$ cat src/rtl/pattern_pkg.sv
// rtl/pattern_pkg.sv - shared types and constants for the video test pattern checker
// Contents: rgb_t pixel type, colour-bar and black/white constants,
//           pattern_sel encodings, checker FSM state type, coordinate limit.
package pattern_pkg;

    typedef struct packed {
        logic [7:0] r;
        logic [7:0] g;
        logic [7:0] b;
    } rgb_t;

    localparam rgb_t RGB_RED     = 24'hFF0000;
    localparam rgb_t RGB_GREEN   = 24'h00FF00;
    localparam rgb_t RGB_BLUE    = 24'h0000FF;
    localparam rgb_t RGB_WHITE   = 24'hFFFFFF;
    localparam rgb_t RGB_YELLOW  = 24'hFFFF00;
    localparam rgb_t RGB_CYAN    = 24'h00FFFF;
    localparam rgb_t RGB_MAGENTA = 24'hFF00FF;
    localparam rgb_t RGB_ORANGE  = 24'hFF8000;
    localparam rgb_t RGB_BLACK   = 24'h000000;

    localparam logic PAT_BARS  = 1'b0;
    localparam logic PAT_CHECK = 1'b1;

    typedef enum logic [1:0] {
        WAIT_FRAME,
        CHECK,
        REPORT
    } chk_state_t;

    localparam logic [9:0] COORD_MAX = 10'h3FF;

endpackage

$ cat src/rtl/pattern_expect.sv
// rtl/pattern_expect.sv - expected test-pattern colour for a pixel coordinate
// Ports: x_i, y_i  pixel coordinate (first active pixel/line = 0)
//        sel_i     PAT_BARS or PAT_CHECK
//        rgb_o     expected colour, combinational
module pattern_expect
    import pattern_pkg::*;
#(
    parameter int BAR_W     = 80,
    parameter int CHECK_BIT = 5
) (
    input  logic [9:0] x_i,
    input  logic [9:0] y_i,
    input  logic       sel_i,
    output rgb_t       rgb_o
);

    localparam logic [9:0] BAR_W_C = 10'(BAR_W);

    logic [9:0] bar_idx;
    rgb_t       bar_rgb;
    rgb_t       chk_rgb;

    assign bar_idx = x_i / BAR_W_C;

    // Bars past the eighth (wide lines) stay orange.
    always_comb begin
        bar_rgb = RGB_ORANGE;
        case (bar_idx)
            10'd0:   bar_rgb = RGB_RED;
            10'd1:   bar_rgb = RGB_GREEN;
            10'd2:   bar_rgb = RGB_BLUE;
            10'd3:   bar_rgb = RGB_WHITE;
            10'd4:   bar_rgb = RGB_YELLOW;
            10'd5:   bar_rgb = RGB_CYAN;
            10'd6:   bar_rgb = RGB_MAGENTA;
            default: bar_rgb = RGB_ORANGE;
        endcase
    end

    assign chk_rgb = (x_i[CHECK_BIT] ^ y_i[CHECK_BIT]) ? RGB_WHITE : RGB_BLACK;
    assign rgb_o   = (sel_i == PAT_CHECK) ? chk_rgb : bar_rgb;

endmodule

$ cat config.mk
export PLATFORM = sky130hd
export DESIGN_NAME = pattern_expect
export DESIGN_NICKNAME = d
export VERILOG_FILES = /design/src/rtl/pattern_pkg.sv /design/src/rtl/pattern_expect.sv
export SDC_FILE = /design/constraint.sdc
export NUM_CORES = 1
export LEC_CHECK = 0
export BUFFER_PORTS_ARGS = -buffer_cell sky130_fd_sc_hd__buf_2
export CAP_MARGIN = 20
export CORE_AREA = 2 2 39 41
export DETAILED_ROUTE_END_ITERATION = 16
export DIE_AREA = 0 0 41 43
export PLACE_DENSITY = 0.8
export SLEW_MARGIN = 20
export SYNTH_ARGS = -nofsm -noshare
export SYNTH_HDL_FRONTEND = slang
export SYNTH_SLANG_ARGS = --single-unit
$ cat constraint.sdc
create_clock -name vclk -period 2.4
set_clock_uncertainty 0.05 [all_clocks]
set_input_delay 0.24 -clock vclk [all_inputs]
set_output_delay 0.24 -clock vclk [all_outputs]
set_load 0.02 [all_outputs]
* After elaboration in Yosys (flattened, before gate mapping)
Index checks and enable logic that the tools add are counted.
** Word-level totals
- Bits in registers :: 0
- Bits of input ports :: 21
- Output and inout bits :: 24
** Cells by class
- Divide/modulo/power cells :: 1
- Eq/ne operators :: 6
- Muxes and demuxes :: 3
- Bitwise gates (word level) :: 1
- Reduce and logical (&&, ||, !) cells :: 1
** Operators by type and width (count)
- $pmux 24 s7 :: 1
- $mux 24 :: 2
- $eq 10x3->1 const B :: 3
- $eq 10x2->1 const B :: 2
- $div 10x7->10 const B :: 1
- $eq 10x1->1 const B :: 1
- $logic_not 10->1 :: 1
- $xor 1x1->1 :: 1

* Logic depth before layout (Yosys ltp)
Gate-level depths: netlist (run 1).
- Depth after elaboration :: 4
- Depth in mapped cells :: 7

* Worst setup path before layout (run 1)
Ideal clock, no wire load.
- Path kind :: input to output
- From :: input x_i[7]
- To :: output rgb_o[17] (netlist bit)
- Arrival time :: 2313 ps
- Setup slack :: -203 ps
- Stages :: 7
- Path buffers :: 2
- Cells stage by stage :: clkbuf_1 or3b_1 o22ai_1 o21bai_1 nor4_1 nor3_1 buf_4
** RTL lines
- from (decl) :: line pattern_expect.sv:11 : input logic [9:0] x_i,
- to (decl) :: line pattern_expect.sv:14 : output rgb_t rgb_o

==> metrics.yaml, run 1 <==
setup_path:
  cp_startpoint_kind: "input pin"
  critical_path.slowest_cell: "sky130_fd_sc_hd__or4_1"
  crit_path_start: "x_i[9]"
  cp-end-kind: "output port"
  cp_slowest_stage_delay_ns: 0.50
  crit_path_max_fanout: 12
  timing.critical_path.cells: "buf_2 -> maj3_2 -> a32o_2 -> or4_1 -> nand3b_1 -> buf_2"
  crit_top_cell: "sky130_fd_sc_hd__buf_2"
  critical_path_arrival_ns: 1.93
  critical_path_class: "in -> out"
  timing.critical_path.max_delay_family: "simple AND/OR/NAND/NOR gates"
  cp.required_ns: 2.11
  crit_buf_inv: 2
placement:
  globalplace.congestion: 0.772
  portBuffers: 32
  placement.setup.worst_slack_ns: 0.168
  dp_hpwl_um: 705
  placedCellCount: 94
drt:
  detailedRoute.firstPassIterationCount: 4
  wirelength_um: 892
  post_drt_wl_per_cell_um: 9.49
  number_of_vias_per_cell: 5.26
  drt_iter0_drc: 5
  via_count: 494
  antenna_violating_nets_post_route: 0
  post-route-drc-count: 0
timing:
  report.final.slew_viol_count: 0
  timing.final.crit_period_ns: 2.22
  finalWorstSetupSlack_ns: 0.185
  slew-limit-headroom_pct: 74.5
  fin_worst_hold_slack_ns: 0.904
  setup_viol: 0
  timing_hold_violations_final: 0
  rsz0062_at_grt: "no"
  worst_pin_slew_ns: 0.383
  finalSetupTns_ns: 0
  layout_worst_path_cycle_share_pct: 92.3
  maxClockFrequency_mhz: 451
power:
  power_per_cell_area_mw_per_mm2: 430
  ir_worst_vdd_v: 0.0000968
  p_total_mw: 0.209
  p_leak_nw: 0.258
final_layout:
  seqCellArea_um2: 0
  final_nets: 101
  synthToLayoutAreaGrowth_pct: -1.52
  numSequentialCells: 0
  drive_above_1_share_pct: 47.4
  final_common_cell: "sky130_fd_sc_hd__buf_2"
  antenna_cells: 0
  clock_buffers: 0
  finish.cell_count_without_fillers: 94
  nFillCells: 162
  layout_common_cells: "32 x sky130_fd_sc_hd__buf_2, 6 x sky130_fd_sc_hd__nand2_1, 3 x sky130_fd_sc_hd__a21oi_1, 3 x sky130_fd_sc_hd__inv_1, 3 x sky130_fd_sc_hd__nor2_1"
floorplanning:
  fp.dieW_um: 41
  initial_core_util_pct: 35.6
  top_level_ports: 45
  core_region_area_mm2: 0.00138
  core.rowCount: 14
  die-area_mm2: 0.00176
  die_height_um: 43
synthesis:
  synth_area_um2: 493
  synthDistinctLibCells: 33
  synthCells: 71
  synthesized_net_count: 92
  yosysWarningCount: 0
  postSynthAreaPerCell_um2: 6.94
  ys_seq_area_share_pct: 0
clock_tree:
  postCtsSetupBuffers: 0
  hold_buf_cts: 0
  cts_resized: 0
outcome:
  outcome: "complete, no violations"
grt:
  antenna_found_initial: 0
  gr-total-overflow: 0
  grt_first_pass_wirelength_mm: 1.36
  grt_start_max_net_pins: 13
  grt_usage_pct: 10.2
  number_of_global_route_vias_before_repair: 326
flow_run:
  max-cap-violations: 0
min_path:
  holdCritPathClass: "in -> out"
  timing.hold.worst.start: "sel_i"
layout make-up:
type / instances / area (um2) / share of cell area, %
multi-input combinational: 43 / 294 / 60.6
tap: 16 / 20.0 / 4.12
inverter: 3 / 11.3 / 2.32
timing repair buffer: 32 / 160 / 33.0
logic make-up (layout without fill, tap and decap cells):
family                     after synthesis  after routing  synth area share (%)
buffers and inverters                   28             35                  41.4
and+or+nand+nor                         21             21                  23.1
AOI/OAI and AO/OA                       17             17                  25.6
xor gates and xnor gates                 3              3                  5.33
adders and majority gates                1              1                  2.28
muxes                                    1              1                  2.28
synth_stat cells, drive strengths merged:
library cell,number,area (um2)
nand2,6,22.5
or2,1,6.26
a31oi,1,6.26
xnor2,1,8.76
nor3,3,15.0
or3b,1,8.76
nor2,3,11.3
clkbuf,1,3.75
a21oi,3,15.0
nor4,1,6.26
nand2b,1,6.26
a221o,1,10.0
mux2,1,11.3
nor2b,1,6.26
nand3b,2,15.0
maj3,1,11.3
o21bai,1,7.51
inv,3,11.3
buf,24,189
a21o,2,15.0
or4,1,7.51
o221ai,1,8.76
nor4b,1,8.76
a32o,1,11.3
o211a,2,20.0
o211ai,1,7.51
o32ai,1,8.76
o22ai,1,6.26
xor2,2,17.5
o21ai,2,10.0
through the flow:
| step | utilization, % | instance area (um2) |
|---|---|---|
| floorplan | - | 498 |
| global placement | 35.1 | 485 |
| detailed placement | 35.1 | 485 |
| CTS | 35.1 | 485 |
| global route | 35.1 | 485 |
| finish | 35.1 | 485 |
metal layers:
layer  GRT usage [%]  vias up  share of wire, %
li1                -      247                 -
met1            16.5      222                42
met2            15.6       25                47
met3               0        0                11
met4               0        0                 0
met5               0        -                 0
report_power, final:
group	internal, mW	switching [mW]	leakage, nW
Sequential	0	0	0
Combinational	0.0686	0.140	0.258
Clock	0	0	0
Total	0.0686	0.140	0.258
final timing paths:
check / end / depth (start not counted)
worst min-delay path: rgb_o[15] / 4
worst max-delay path: rgb_o[0] / 6
Power figures use the tool's default switching activity.
==> run 2: changes to the inputs <==
--- a/config.mk
+++ b/config.mk
@@ -11,6 +11,7 @@
 export DETAILED_ROUTE_END_ITERATION = 16
 export DIE_AREA = 0 0 41 43
 export PLACE_DENSITY = 0.8
+export RECOVER_POWER = 100
 export SLEW_MARGIN = 20
 export SYNTH_ARGS = -nofsm -noshare
 export SYNTH_HDL_FRONTEND = slang
==> metrics.yaml, run 2 (synthesized netlist as in run 1, its figures left out) <==
power:
  switching_power_total_mw: 0.141  # was 0.140 mW
  combinationalPowerShare_pct: 100.0  # about the same
  p_leak_nw: 0.255  # was 0.258 nW
  power_switching_share_pct: 67.5  # was 67.1%
  sequentialPowerShare_pct: 0  # about the same
  p_int_mw: 0.0677  # was 0.0686 mW
  power_per_cell_area_mw_per_mm2: 431  # was 430 mW/mm2
  share_clk_of_total_power_pct: 0  # about the same
  ir_worst_vdd_v: 0.0000969  # was 0.0000968 V
flow_run:
  max-cap-violations: 0  # unchanged
placement:
  placement.setup.worst_slack_ns: 0.168  # unchanged
  portBuffers: 32  # unchanged
  globalplace.congestion: 0.772  # unchanged
  placedCellCount: 94  # unchanged
  dp_hpwl_um: 705  # unchanged
grt:
  met3_usage_pct: 0  # unchanged
  gr-total-overflow: 0  # unchanged
  grt_util_met1_pct: 16.5  # unchanged
  grt_first_pass_wirelength_mm: 1.36  # unchanged
  grt_start_max_net_pins: 13  # unchanged
  grt_most_used_layer: "met1"  # unchanged
  grt_usage_pct: 10.2  # unchanged
  antenna_found_initial: 0  # unchanged
  grt_util_met2_pct: 15.6  # unchanged
  number_of_global_route_vias_before_repair: 326  # unchanged
final_layout:
  synthToLayoutAreaGrowth_pct: -1.78  # was -1.52%
  layout_common_cells: "24 x sky130_fd_sc_hd__buf_2, 7 x sky130_fd_sc_hd__clkbuf_2, 6 x sky130_fd_sc_hd__nand2_1"  # was 32 x sky130_fd_sc_hd__buf_2, 6 x sky130_fd_sc_hd__nand2_1, 3 x sky130_fd_sc_hd__a21oi_1, 3 x sky130_fd_sc_hd__inv_1, 3 x sky130_fd_sc_hd__nor2_1
  seqCellArea_um2: 0  # unchanged
  drive_above_1_share_pct: 46.2  # was 47.4%
  final_nets: 101  # unchanged
  postLayoutCoreUtil_pct: 35.0  # was 35.1%
  nFillCells: 161  # was 162
  antenna_cells: 0  # unchanged
  final_common_cell: "sky130_fd_sc_hd__buf_2"  # unchanged
  numSequentialCells: 0  # unchanged
  finish.cell_count_without_fillers: 94  # unchanged
  clock_buffers: 0  # unchanged
outcome:
  outcome: "complete, no violations"  # unchanged
timing:
  finalSetupTns_ns: 0  # unchanged
  rsz0062_at_grt: "no"  # unchanged
  maxClockFrequency_mhz: 450  # was 451 MHz
  setup_viol: 0  # unchanged
  layout_worst_path_cycle_share_pct: 92.6  # was 92.3%
  timing_hold_violations_final: 0  # unchanged
  timing.final.crit_period_ns: 2.22  # about the same
  finalWorstSetupSlack_ns: 0.177  # was 0.185 ns
  worst_pin_slew_ns: 0.437  # was 0.383 ns
  report.final.slew_viol_count: 0  # unchanged
  slew-limit-headroom_pct: 70.9  # was 74.5%
floorplanning:
  die_height_um: 43  # unchanged
  core.rowCount: 14  # unchanged
  core_region_area_mm2: 0.00138  # unchanged
  initial_core_util_pct: 35.6  # unchanged
  die-area_mm2: 0.00176  # unchanged
  top_level_ports: 45  # unchanged
  fp.dieW_um: 41  # unchanged
drt:
  via_count: 494  # unchanged
  post-route-drc-count: 0  # unchanged
  detailedRoute.firstPassIterationCount: 4  # unchanged
  drt_iter0_drc: 6  # was 5
  antenna_violating_nets_post_route: 0  # unchanged
  wirelength_um: 891  # was 892 um
  number_of_vias_per_cell: 5.26  # unchanged
  post_drt_wl_per_cell_um: 9.48  # was 9.49 um
setup_path:
  critical_path_class: "in -> out"  # unchanged
  cp-end-kind: "output port"  # unchanged
  cp.required_ns: 2.11  # about the same
  cp_startpoint_kind: "input pin"  # unchanged
  crit_path_max_fanout: 12  # unchanged
  critical_path_arrival_ns: 1.93  # about the same
clock_tree:
  postCtsSetupBuffers: 0  # unchanged
  hold_buf_cts: 0  # unchanged
  cts_resized: 0  # unchanged
min_path:
  holdCritPathClass: "in -> out"  # unchanged
## run 2: changes by cell type in the layout (fill, tap and decap cells not counted), sizes merged
| cell | previous run | this run |
|---|---|---|
| buf | 32 | 24 |
| clkbuf | 0 | 8 |
## run 2: power groups by stage
stage / logic, mW / registers, mW / clock network [mW]
after global placement: 0.207 / 0 / 0
after floorplan: 0.216 / 0 / 0
after CTS: 0.211 / 0 / 0
after detailed placement: 0.210 / 0 / 0
after global routing: 0.231 / 0 / 0
final: 0.209 / 0 / 0
## run 2: final cells by class
| cell class | instances | area [um2] | share of cell area, % |
|---|---|---|---|
| inverters | 3 | 11.3 | 2.33 |
| multi-input cells | 43 | 294 | 60.7 |
| well taps | 16 | 20.0 | 4.13 |
| repair buffers | 32 | 159 | 32.8 |
## run 2: worst paths after layout
kind	start	endpoint	slack, ns	cells after the start
hold / removal	y_i[5]	rgb_o[15]	0.97	5
setup / recovery	x_i[9]	rgb_o[0]	0.18	6
## run 2: stage by stage
stage | total power [mW] | hold slack (ns) | area [um2]
after detailed placement | 0.210 | 0.907 | 485
final | 0.209 | 0.974 | 484
after CTS | 0.211 | 0.907 | 485
after floorplan | 0.216 | 0.716 | 498
after global placement | 0.207 | 0.915 | 485
after global routing | 0.231 | 1.02 | 484
## run 2: worst max-delay path, stage by stage
cell and delay (ns):
sky130_fd_sc_hd__buf_2 0.17, sky130_fd_sc_hd__maj3_2 0.32, sky130_fd_sc_hd__a32o_2 0.30, sky130_fd_sc_hd__or4_1 0.50, sky130_fd_sc_hd__nand3b_1 0.20, sky130_fd_sc_hd__clkbuf_2 0.21
## run 2: per-layer routing
metal | routed length (um) | part of all wire, %
met1 | 369 | 41
met2 | 420 | 47
met3 | 101 | 11
met4 | 0 | 0
met5 | 0 | 0
